File: src/rtl/engine_inv_key_generator_if.sv
// Bus between the inverse AES-128 key scheduler and its requester / inverse round transformer.
// The master drives the request; the slave (the scheduler) returns status and all 11 round keys.
interface engine_inv_key_generator_if;
  logic [127:0] key_in;
  logic         key_start;
  logic         transformer_start;
  logic         busy;
  logic [127:0] round0_key;
  logic [127:0] round1_key;
  logic [127:0] round2_key;
  logic [127:0] round3_key;
  logic [127:0] round4_key;
  logic [127:0] round5_key;
  logic [127:0] round6_key;
  logic [127:0] round7_key;
  logic [127:0] round8_key;
  logic [127:0] round9_key;
  logic [127:0] round10_key;

  modport master (
    output key_in, key_start,
    input  transformer_start, busy,
    input  round0_key, round1_key, round2_key, round3_key, round4_key, round5_key,
    input  round6_key, round7_key, round8_key, round9_key, round10_key
  );

  modport slave (
    input  key_in, key_start,
    output transformer_start, busy,
    output round0_key, round1_key, round2_key, round3_key, round4_key, round5_key,
    output round6_key, round7_key, round8_key, round9_key, round10_key
  );
endinterface

File: src/rtl/engine_inv_key_generator.sv
// Inverse AES-128 key scheduler: rebuilds round keys 9..0 from the round-10 key,
// one 32-bit word per clock, with an optional cache that skips a repeat of the same key.
module engine_inv_key_generator #(
  parameter int unsigned CACHE_EN = 32'd1
) (
  input  logic                        clk,
  input  logic                        rst_,
  engine_inv_key_generator_if.slave   bus
);

  typedef enum logic [1:0] {
    S_IDLE   = 2'd0,
    S_EXPAND = 2'd1,
    S_DONE   = 2'd2
  } state_t;

  localparam logic [0:255][7:0] SBOX = {
    128'h637c777bf26b6fc53001672bfed7ab76,
    128'hca82c97dfa5947f0add4a2af9ca472c0,
    128'hb7fd9326363ff7cc34a5e5f171d83115,
    128'h04c723c31896059a071280e2eb27b275,
    128'h09832c1a1b6e5aa0523bd6b329e32f84,
    128'h53d100ed20fcb15b6acbbe394a4c58cf,
    128'hd0efaafb434d338545f9027f503c9fa8,
    128'h51a3408f929d38f5bcb6da2110fff3d2,
    128'hcd0c13ec5f974417c4a77e3d645d1973,
    128'h60814fdc222a908846eeb814de5e0bdb,
    128'he0323a0a4906245cc2d3ac629195e479,
    128'he7c8376d8dd54ea96c56f4ea657aae08,
    128'hba78252e1ca6b4c6e8dd741f4bbd8b8a,
    128'h703eb5664803f60e613557b986c11d9e,
    128'he1f8981169d98e949b1e87e9ce5528df,
    128'h8ca1890dbfe6426841992d0fb054bb16
  };

  function automatic logic [31:0] sub_word(input logic [31:0] w);
    sub_word = {SBOX[w[31:24]], SBOX[w[23:16]], SBOX[w[15:8]], SBOX[w[7:0]]};
  endfunction

  function automatic logic [31:0] rot_word(input logic [31:0] w);
    rot_word = {w[23:0], w[31:24]};
  endfunction

  function automatic logic [7:0] rcon(input logic [3:0] r);
    case (r)
      4'd1:    rcon = 8'h01;
      4'd2:    rcon = 8'h02;
      4'd3:    rcon = 8'h04;
      4'd4:    rcon = 8'h08;
      4'd5:    rcon = 8'h10;
      4'd6:    rcon = 8'h20;
      4'd7:    rcon = 8'h40;
      4'd8:    rcon = 8'h80;
      4'd9:    rcon = 8'h1b;
      4'd10:   rcon = 8'h36;
      default: rcon = 8'h00;
    endcase
  endfunction

  state_t        r_state;
  state_t        w_state_nxt;
  logic          r_key_start_d;
  logic          r_ts;
  logic          r_busy;
  logic          r_cache_valid;
  logic [31:0]   r_a;
  logic [31:0]   r_b;
  logic [31:0]   r_c;
  logic [31:0]   r_d;
  logic [3:0]    r_round;
  logic [1:0]    r_sub;
  logic [127:0]  r_rk [0:10];

  logic          w_rise;
  logic          w_fall;
  logic          w_hit;
  logic          w_last;
  logic [31:0]   w_a_new;
  logic          w_load;
  logic          w_step;
  logic          w_ts_nxt;
  logic          w_busy_nxt;

  assign w_rise  = bus.key_start & ~r_key_start_d;
  assign w_fall  = ~bus.key_start & r_key_start_d;
  assign w_hit   = (CACHE_EN != 32'd0) && r_cache_valid && (bus.key_in == r_rk[10]);
  assign w_last  = (r_sub == 2'd3) && (r_round == 4'd1);
  // r_d already holds the recovered word w[4r-1] by the time sub-step 3 runs.
  assign w_a_new = r_a ^ sub_word(rot_word(r_d)) ^ {rcon(r_round), 24'h000000};

  // State register.
  always_ff @(posedge clk or negedge rst_) begin
    if (!rst_) begin
      r_state <= S_IDLE;
    end else begin
      r_state <= w_state_nxt;
    end
  end

  // Next-state logic; a fall always returns to IDLE.
  always_comb begin
    w_state_nxt = r_state;
    case (r_state)
      S_IDLE: begin
        if (w_rise) begin
          w_state_nxt = w_hit ? S_DONE : S_EXPAND;
        end else begin
          w_state_nxt = S_IDLE;
        end
      end
      S_EXPAND: begin
        if (w_fall) begin
          w_state_nxt = S_IDLE;
        end else if (w_last) begin
          w_state_nxt = S_DONE;
        end else begin
          w_state_nxt = S_EXPAND;
        end
      end
      S_DONE: begin
        if (w_fall) begin
          w_state_nxt = S_IDLE;
        end else begin
          w_state_nxt = S_DONE;
        end
      end
      default: w_state_nxt = S_IDLE;
    endcase
  end

  // Output / datapath-control decode.
  always_comb begin
    w_load     = 1'b0;
    w_step     = 1'b0;
    w_ts_nxt   = 1'b0;
    w_busy_nxt = 1'b0;
    case (r_state)
      S_IDLE: begin
        if (w_rise && !w_hit) begin
          w_load     = 1'b1;
          w_busy_nxt = 1'b1;
        end else begin
          w_load     = 1'b0;
          w_busy_nxt = 1'b0;
        end
      end
      S_EXPAND: begin
        if (w_fall) begin
          w_step     = 1'b0;
          w_busy_nxt = 1'b0;
        end else begin
          w_step     = 1'b1;
          w_busy_nxt = ~w_last;
        end
      end
      S_DONE: begin
        w_ts_nxt = bus.key_start;
      end
      default: begin
        w_ts_nxt   = 1'b0;
        w_busy_nxt = 1'b0;
      end
    endcase
  end

  // Edge-detect history and registered status outputs.
  always_ff @(posedge clk or negedge rst_) begin
    if (!rst_) begin
      r_key_start_d <= 1'b0;
      r_ts          <= 1'b0;
      r_busy        <= 1'b0;
    end else begin
      r_key_start_d <= bus.key_start;
      r_ts          <= w_ts_nxt;
      r_busy        <= w_busy_nxt;
    end
  end

  // Working words, round/sub-step counters, cache flag and committed round keys.
  always_ff @(posedge clk or negedge rst_) begin
    if (!rst_) begin
      r_a           <= 32'h0;
      r_b           <= 32'h0;
      r_c           <= 32'h0;
      r_d           <= 32'h0;
      r_round       <= 4'd0;
      r_sub         <= 2'd0;
      r_cache_valid <= 1'b0;
      for (int i = 0; i < 11; i++) begin
        r_rk[i] <= 128'h0;
      end
    end else if (w_load) begin
      r_rk[10]      <= bus.key_in;
      r_a           <= bus.key_in[127:96];
      r_b           <= bus.key_in[95:64];
      r_c           <= bus.key_in[63:32];
      r_d           <= bus.key_in[31:0];
      r_round       <= 4'd10;
      r_sub         <= 2'd0;
      r_cache_valid <= 1'b0;
    end else if (w_step) begin
      r_sub <= r_sub + 2'd1;
      case (r_sub)
        2'd0: r_d <= r_d ^ r_c;
        2'd1: r_c <= r_c ^ r_b;
        2'd2: r_b <= r_b ^ r_a;
        2'd3: begin
          r_a     <= w_a_new;
          r_round <= r_round - 4'd1;
          for (int i = 0; i < 10; i++) begin
            if (r_round == 4'(i + 1)) begin
              r_rk[i] <= {w_a_new, r_b, r_c, r_d};
            end
          end
          if (r_round == 4'd1) begin
            r_cache_valid <= 1'b1;
          end
        end
        default: r_sub <= 2'd0;
      endcase
    end
  end

  assign bus.transformer_start = r_ts;
  assign bus.busy              = r_busy;
  assign bus.round0_key        = r_rk[0];
  assign bus.round1_key        = r_rk[1];
  assign bus.round2_key        = r_rk[2];
  assign bus.round3_key        = r_rk[3];
  assign bus.round4_key        = r_rk[4];
  assign bus.round5_key        = r_rk[5];
  assign bus.round6_key        = r_rk[6];
  assign bus.round7_key        = r_rk[7];
  assign bus.round8_key        = r_rk[8];
  assign bus.round9_key        = r_rk[9];
  assign bus.round10_key       = r_rk[10];

endmodule

File: src/flat_wrapper.sv
// flat-port wrapper written by rule: the top's interface ports become plain ports
module engine_inv_key_generator_flat 
#(
  parameter int unsigned CACHE_EN = 32'd1
)
  (clk, rst_, bus_key_in, bus_key_start, bus_transformer_start, bus_busy, bus_round0_key, bus_round1_key, bus_round2_key, bus_round3_key, bus_round4_key, bus_round5_key, bus_round6_key, bus_round7_key, bus_round8_key, bus_round9_key, bus_round10_key);
  engine_inv_key_generator_if bus_i ();
  input  logic clk;
  input  logic rst_;
  input wire logic [$bits(bus_i.key_in)-1:0] bus_key_in;
  input wire logic [$bits(bus_i.key_start)-1:0] bus_key_start;
  output wire logic [$bits(bus_i.transformer_start)-1:0] bus_transformer_start;
  output wire logic [$bits(bus_i.busy)-1:0] bus_busy;
  output wire logic [$bits(bus_i.round0_key)-1:0] bus_round0_key;
  output wire logic [$bits(bus_i.round1_key)-1:0] bus_round1_key;
  output wire logic [$bits(bus_i.round2_key)-1:0] bus_round2_key;
  output wire logic [$bits(bus_i.round3_key)-1:0] bus_round3_key;
  output wire logic [$bits(bus_i.round4_key)-1:0] bus_round4_key;
  output wire logic [$bits(bus_i.round5_key)-1:0] bus_round5_key;
  output wire logic [$bits(bus_i.round6_key)-1:0] bus_round6_key;
  output wire logic [$bits(bus_i.round7_key)-1:0] bus_round7_key;
  output wire logic [$bits(bus_i.round8_key)-1:0] bus_round8_key;
  output wire logic [$bits(bus_i.round9_key)-1:0] bus_round9_key;
  output wire logic [$bits(bus_i.round10_key)-1:0] bus_round10_key;
  assign bus_i.key_in = bus_key_in;
  assign bus_i.key_start = bus_key_start;
  assign bus_transformer_start = bus_i.transformer_start;
  assign bus_busy = bus_i.busy;
  assign bus_round0_key = bus_i.round0_key;
  assign bus_round1_key = bus_i.round1_key;
  assign bus_round2_key = bus_i.round2_key;
  assign bus_round3_key = bus_i.round3_key;
  assign bus_round4_key = bus_i.round4_key;
  assign bus_round5_key = bus_i.round5_key;
  assign bus_round6_key = bus_i.round6_key;
  assign bus_round7_key = bus_i.round7_key;
  assign bus_round8_key = bus_i.round8_key;
  assign bus_round9_key = bus_i.round9_key;
  assign bus_round10_key = bus_i.round10_key;
  engine_inv_key_generator #(.CACHE_EN(CACHE_EN)) u_core (.clk(clk), .rst_(rst_), .bus(bus_i));
endmodule
File: config.mk
export PLATFORM = sky130hd
export DESIGN_NAME = engine_inv_key_generator_flat
export DESIGN_NICKNAME = d
export VERILOG_FILES = /design/src/rtl/engine_inv_key_generator_if.sv /design/src/rtl/engine_inv_key_generator.sv /design/src/flat_wrapper.sv
export SDC_FILE = /design/constraint.sdc
export NUM_CORES = 2
export LEC_CHECK = 0
export BUFFER_PORTS_ARGS = -buffer_cell sky130_fd_sc_hd__buf_4
export CAP_MARGIN = 30
export CORE_AREA = 4 4 598 600
export DETAILED_ROUTE_END_ITERATION = 8
export DIE_AREA = 0 0 602 604
export MAX_ROUTING_LAYER = met4
export PLACE_DENSITY_LB_ADDON = 0.3
export SETUP_SLACK_MARGIN = 0.3
export SLEW_MARGIN = 20
export SYNTH_ARGS = -nofsm -noshare
export SYNTH_HDL_FRONTEND = slang
export SYNTH_SLANG_ARGS = --single-unit
File: constraint.sdc
create_clock -name clk -period 5.2 [get_ports clk]
set_clock_uncertainty 0.1 [all_clocks]
set_input_delay 0.52 -clock clk [delete_from_list [all_inputs] [get_ports clk]]
set_output_delay 0.52 -clock clk [all_outputs]
set_load 0.005 [all_outputs]
Word level (Yosys, flattened, before mapping). Memory sizes are Yosys's and may differ from the RTL's. Index checks and enable logic that the tools add are counted.

Bits in read-only memories: 8320. Output and inout port bits: 1410. Bits in registers: 1548. Memories kept: 5. Input port bits: 131. Word-level logic and storage cells: 133.

Bitwise logic cells: 15. Mux-type cells: 42. $add $sub $neg: 2. Reduce and logical (&&, ||, !) cells: 27. Equality and inequality tests: 16. Order comparisons: 4.

Memory list: (name not given) (depth 256, width 8, rd ports 1, clocked after memory_dff 0, write ports 0, line engine_inv_key_generator.sv:37) `sub_word = {SBOX[w[31:24]], SBOX[w[23:16]], SBOX[w[15:8]], SBOX[w[7:0]]};`; (name not given) (depth 256, width 8, rd ports 1, clocked after memory_dff 0, write ports 0, line engine_inv_key_generator.sv:37); (name not given) (depth 256, width 8, rd ports 1, clocked after memory_dff 0, write ports 0, line engine_inv_key_generator.sv:37); (name not given) (depth 256, width 8, rd ports 1, clocked after memory_dff 0, write ports 0, line engine_inv_key_generator.sv:37); (name not given) (depth 16, width 8, rd ports 1, clocked after memory_dff 0, write ports 0, line engine_inv_key_generator.sv:45) `case (r)`.

Operators by type and width (number): 2-to-1 mux 32 bit (12); XOR 32 bit (5); == test 128 bit (1); 2-to-1 mux 8 bit (8); AND reduction 4 bit (10); greater-or-equal comparator 9 bit (second input constant) (4); inverter 8 -> 9 bit (4); == test 4 x 3 -> 1 bit (second input constant) (4); 2-to-1 mux 2 bit (7); == test 4 bit (second input constant) (3); 2-to-1 mux 4 bit (3); nonzero test 2 bit (6); 2-to-1 mux 1 bit (10); == test 4 x 2 -> 1 bit (second input constant) (2); AND reduction 2 bit (4); == test 2 bit (second input constant) (3); one-hot mux 2 bit (3 select lines) (1); == test 2 x 1 -> 1 bit (second input constant) (2); == test 4 x 1 -> 1 bit (second input constant) (1); logical NOT 2 bit (2); inverter 1 bit (4); subtractor 4 x 1 -> 4 bit (second input constant) (1); logical AND 1 bit (3); AND reduction 3 bit (1); other kinds (4) (5).

Longest topological paths before layout.
Depth in word-level cells: 9. Gate-level depth with buffers: 17. Mapped depth without buffers: 10.

Worst setup path before layout. OpenSTA, ideal clock, no wires.

Path kind: reg-to-reg. Start: reg u_core.r_d[8]. End: reg u_core.r_rk, in the netlist u_core.bus.round0_key[113]. Arrival: 3553 ps. Cell stages (with the launch flop): 17. Setup slack: 1422 ps. Data required time: 4975 ps. Setup time: 125 ps. Path buffers: 6. Clock period less this slack: 3778 ps. Cells stage by stage: dfrtp_1 > buf_2 > buf_2 > buf_2 > inv_1 > clkbuf_1 > ha_1 > buf_4 > clkbuf_1 > mux2i_1 > o32ai_1 > or4_1 > nand4_1 > o21ai_0 > nor3_2 > xnor2_2 > mux2_2.

Word-level cells in the longest chain between the ends: 6.

RTL lines: start, declared (line engine_inv_key_generator.sv:69) `logic [31:0] r_d;`; start signal, assigned (line engine_inv_key_generator.sv:197) `r_d <= bus.key_in[31:0];`; start signal, assigned (line engine_inv_key_generator.sv:204) `2'd0: r_d <= r_d ^ r_c;`; inverter 8 -> 9 bit (implied by the code) (line engine_inv_key_generator.sv:37); memory (256 x 8 bit); 2-to-1 mux 8 bit (implied by the code) (2 in series) (line engine_inv_key_generator.sv:37); XOR 32 bit (2 in series) (line engine_inv_key_generator.sv:89) `assign w_a_new = r_a ^ sub_word(rot_word(r_d)) ^ {rcon(r_round), 24'h000000};`; end signal, assigned by index (line engine_inv_key_generator.sv:212) `r_rk[i] <= {w_a_new, r_b, r_c, r_d};`; end, declared (line engine_inv_key_generator.sv:72) `logic [127:0] r_rk [0:10];`.

No other way between the ends. The select of a mux whose other input is x is not followed. A chain may end at the register's enable or synchronous reset.

Final worst setup path.
Start: reg u_core.r_d[2]. End: reg u_core.r_rk, in the netlist u_core.bus.round5_key[107].

Same word-level chain as after synthesis.

==> results.md <==
- Switching pwr: 0.0313 W
- Hpwl dp: 322000 um
- CTS Sinks: 1548
- Post-route ant nets: 0
- Max-slew violations: 0
- Global-route wire length before repair: 579000 um
- Clock power share: 20.8%
- Starting density of the core: 20.8%
- Placed cell area: 92100 um^2
- Final hold vios: 0
- Via count of the first global-routing pass: 64.9k
- CTS HTree Levels: 4
- Post-synth top area share: 52.8%
- Static leakage: 47.5 nW
- Worst skew pair latency: 0.94 ns
- Library cells used by synthesis: 98
- Initial DRT Pass Iterations: 6
- I/O Pins: 1541
- DRT Wirelength: 430000 um
- Final period util: 86.0%
- #FFs+latches synth: 1548
- Clock Tree Root: clkbuf_16
- DIE WIDTH: 602 um
- P per Cell Area: 642 nW/um^2
- Layout cell share with drive strength beyond 1: 37.9%
- Die ar.: 364000 um^2
- Syn Nets: 7038
- CP Launch Type: flip-flop
- Avg Cell Area, Syn: 10.7 um^2
- Ys async rst share: 100%
- CTS tree: yes
- Initial antenna violation count: 61
- Final net count: 8609
- Core ar.: 352000 um^2
- Internal power: 0.0327 W
- Area added between synthesis and finish: 35.7%
- Drt drc: 0
- Slew margin rel.: 10.1%
- Largest net degree at the start of global routing: 171
- Cell count after synthesis: 6839
- Worst path slowest cell: dfrtp_2
- Seq pwr share: 26.7%
- Worst-path cell chain: buf_12 -> buf_4 -> nand2b_1 -> nor2_1 -> a311oi_1 -> a211oi_1 -> a311oi_1 -> o41ai_2 -> buf_4 -> xor2_2 -> buf_12 -> mux2_2
- Total congestion overflow: 0
- Setup TNS: 0 ns
- Hold slack final: 0.132 ns
- Outcome: complete, no violations
- Setup CP Type: flip-flop to flip-flop
- PortBufs: 1540
- TritonCTS Buffers: 181
- Placer Congestion: 0.962
- Tot Pwr: 0.0640 W
- Least-Margin Pin Slew: 1.35 ns
- Sw Ratio: 48.9%
- Postcts setup bufs: 0
- Max Freq: 224 MHz
- Vias per cell: 4.80
- GR Util All Layers: 23.3%
- Number of synthesis warnings: 0
- Largest cells by area after synthesis: dfrtp_1, mux2_2, o21ai_0
- Worst VDD drop: 0.469 mV
- WP data required: 5.84 ns
- Via count: 64.0k
- Min Clock Period, post-route: 4.47 ns
- DR iter-0 viols: 6225
- Number of synthesized flops with an enable pin: 0
- Final instance area: 99600 um^2
- CP max FO: 42
- Logic pwr share: 52.5%
- Cell taking the most area after synthesis: dfrtp_1
- Max Buffers Root-to-Sink: 4
- Wirelength per Cell: 32.2 um
- Standard-cell row count: 218
- Clk slew on worst S/H paths: 0.06 ns
- Ys flop type: dfrtp_1
- Critical Path AT: 5.11 ns
- RSZ-0062 raised after global routing: no
- Height of the die: 604 um
- Min-Delay Path Class: input pin to flip-flop
- Worst Setup End Kind: flip-flop
- Post-CTS sizing: 0
- Crit path largest cell delay: 0.83 ns
- Seq/Total Area, Yosys: 52.8%
- Synth Cell Area: 73400 um^2
- Final setup vio count: 0
- Max cap viols: 0
-- synthesized netlist by cell type (27+ instances only) --
cell	instances
and2_1	32
buf_1	43
a31oi_1	60
a221o_1	27
o221ai_1	30
nand2_1	894
nand3_1	85
o21ai_1	30
buf_2	143
ha_1	68
nor3_1	103
clkbuf_1	414
o311ai_0	36
a211oi_1	52
xor2_1	119
o21ai_0	802
o31ai_1	30
nor2_1	177
o22ai_1	45
a311oi_1	27
mux2_2	866
xnor2_1	106
nand4_1	33
nand2b_1	98
nor2b_1	94
dfrtp_1	1548
inv_1	100
o211ai_1	52
a21oi_1	185
buf_4	42
nor4_1	31
mux2i_1	36
-- metrics by stage --
step                utilization, %  std cells  setup WS [ns]
detailed placement            26.1      12800          0.600
global placement              26.0      12800          0.533
floorplan                        -       6839           1.42
CTS                           28.3      13300          0.727
finish                        28.3      13300          0.729
global route                  28.3      13300          0.728
-- final timing paths --
| check | slack [ns] | to | from | depth (start not counted) |
|---|---|---|---|---|
| max in group asynchronous | 3.14 | u_core.bus.round3_key[93] | rst_ | 3 |
| worst max-delay path | 0.73 | u_core.bus.round5_key[107] | u_core.r_d[2] | 12 |
| worst max register to register | 0.73 | u_core.bus.round5_key[107] | u_core.r_d[2] | 12 |
| worst min-delay path | 0.13 | u_core.bus.round10_key[101] | bus_key_in[101] | 4 |
| worst min register to register | 0.38 | u_core.bus.round7_key[21] | u_core.bus.round7_key[21] | 2 |
| min in group asynchronous | 0.25 | u_core.bus.round2_key[24] | rst_ | 2 |
-- power by group through the flow --
stage / Sequential (W) / Combinational [W] / Clock, W
after floorplan: 0.0155 / 0.0144 / 0
after CTS: 0.0171 / 0.0336 / 0.0137
after global placement: 0.0175 / 0.0332 / 0
final: 0.0171 / 0.0336 / 0.0133
after detailed placement: 0.0173 / 0.0334 / 0
after global routing: 0.0173 / 0.0352 / 0.0142
-- worst max-delay path: cells and delay by family (launching register included) --
kind                      cells  cell delay, ns
muxes                         1            0.27
buffers and inverters         4            0.98
DFF                           1            0.83
AOI/OAI and AO/OA             4            1.38
xor gates and xnor gates      1            0.08
and+or+nand+nor               2            0.64
-- final cells by class --
| cell class | count | area [um^2] |
|---|---|---|
| Sequential cell | 1548 | 38800 |
| Inverter | 107 | 404 |
| Antenna cell | 40 | 100 |
| Timing Repair Buffer | 2053 | 16600 |
| Clock inverter | 67 | 837 |
| Multi-Input combinational cell | 4519 | 31700 |
| Tap cell | 4730 | 5920 |
| Clock buffer | 259 | 5310 |
| Fill cell | 36900 | 253000 |
-- cells in the final DEF (no fill, tap or decap), types with 97 or more instances in the layout --
master,instances
a21oi_1,185
buf_4,1855
clkbuf_16,181
dfrtp_1,1528
dlygate4sd3_1,129
inv_1,97
mux2_2,866
nand2_1,891
nand2b_1,98
nor2_1,176
nor3_1,103
o21ai_0,802
xor2_1,113
-- state kept, by name, summed over array words and instances, names as in the netlist, 32 cells and up --
signal                  count
u_core.bus.round0_key     128
u_core.bus.round10_key    128
u_core.bus.round1_key     128
u_core.bus.round2_key     128
u_core.bus.round3_key     128
u_core.bus.round4_key     128
u_core.bus.round5_key     128
u_core.bus.round6_key     128
u_core.bus.round7_key     128
u_core.bus.round8_key     128
u_core.bus.round9_key     128
u_core.r_a                 32
u_core.r_b                 32
u_core.r_c                 32
u_core.r_d                 32
-- logic make-up (layout without fill, tap and decap cells) --
family	Yosys count	after routing	synth area share, %
XOR/XNOR	231	231	2.82
other	0	40	0
buffers and inverters	772	2486	4.64
adder cells (fa/ha/maj)	68	68	1.16
AO/OA/AOI/OAI	1629	1629	13.8
AND/OR/NAND/NOR	1665	1665	10.3
multiplexers	926	926	14.5
flip-flops	1548	1548	52.8
-- repair_timing --
action / 4_1_cts / 5_1_grt
endpoints found under the hold margin: 312 / 1
hold buffers: 128 / 1
setup endpoints to repair: 0 / 0
-- layer usage --
| metal | routed length [um] | GRT usage [%] |
|---|---|---|
| met2 | 201000 | 36.9 |
| met5 | 0 | - |
| met1 | 169000 | 27.6 |
| met4 | 27700 | 12.5 |
| met3 | 31800 | 5.34 |
Note: power is estimated with default switching activity, not from simulation.
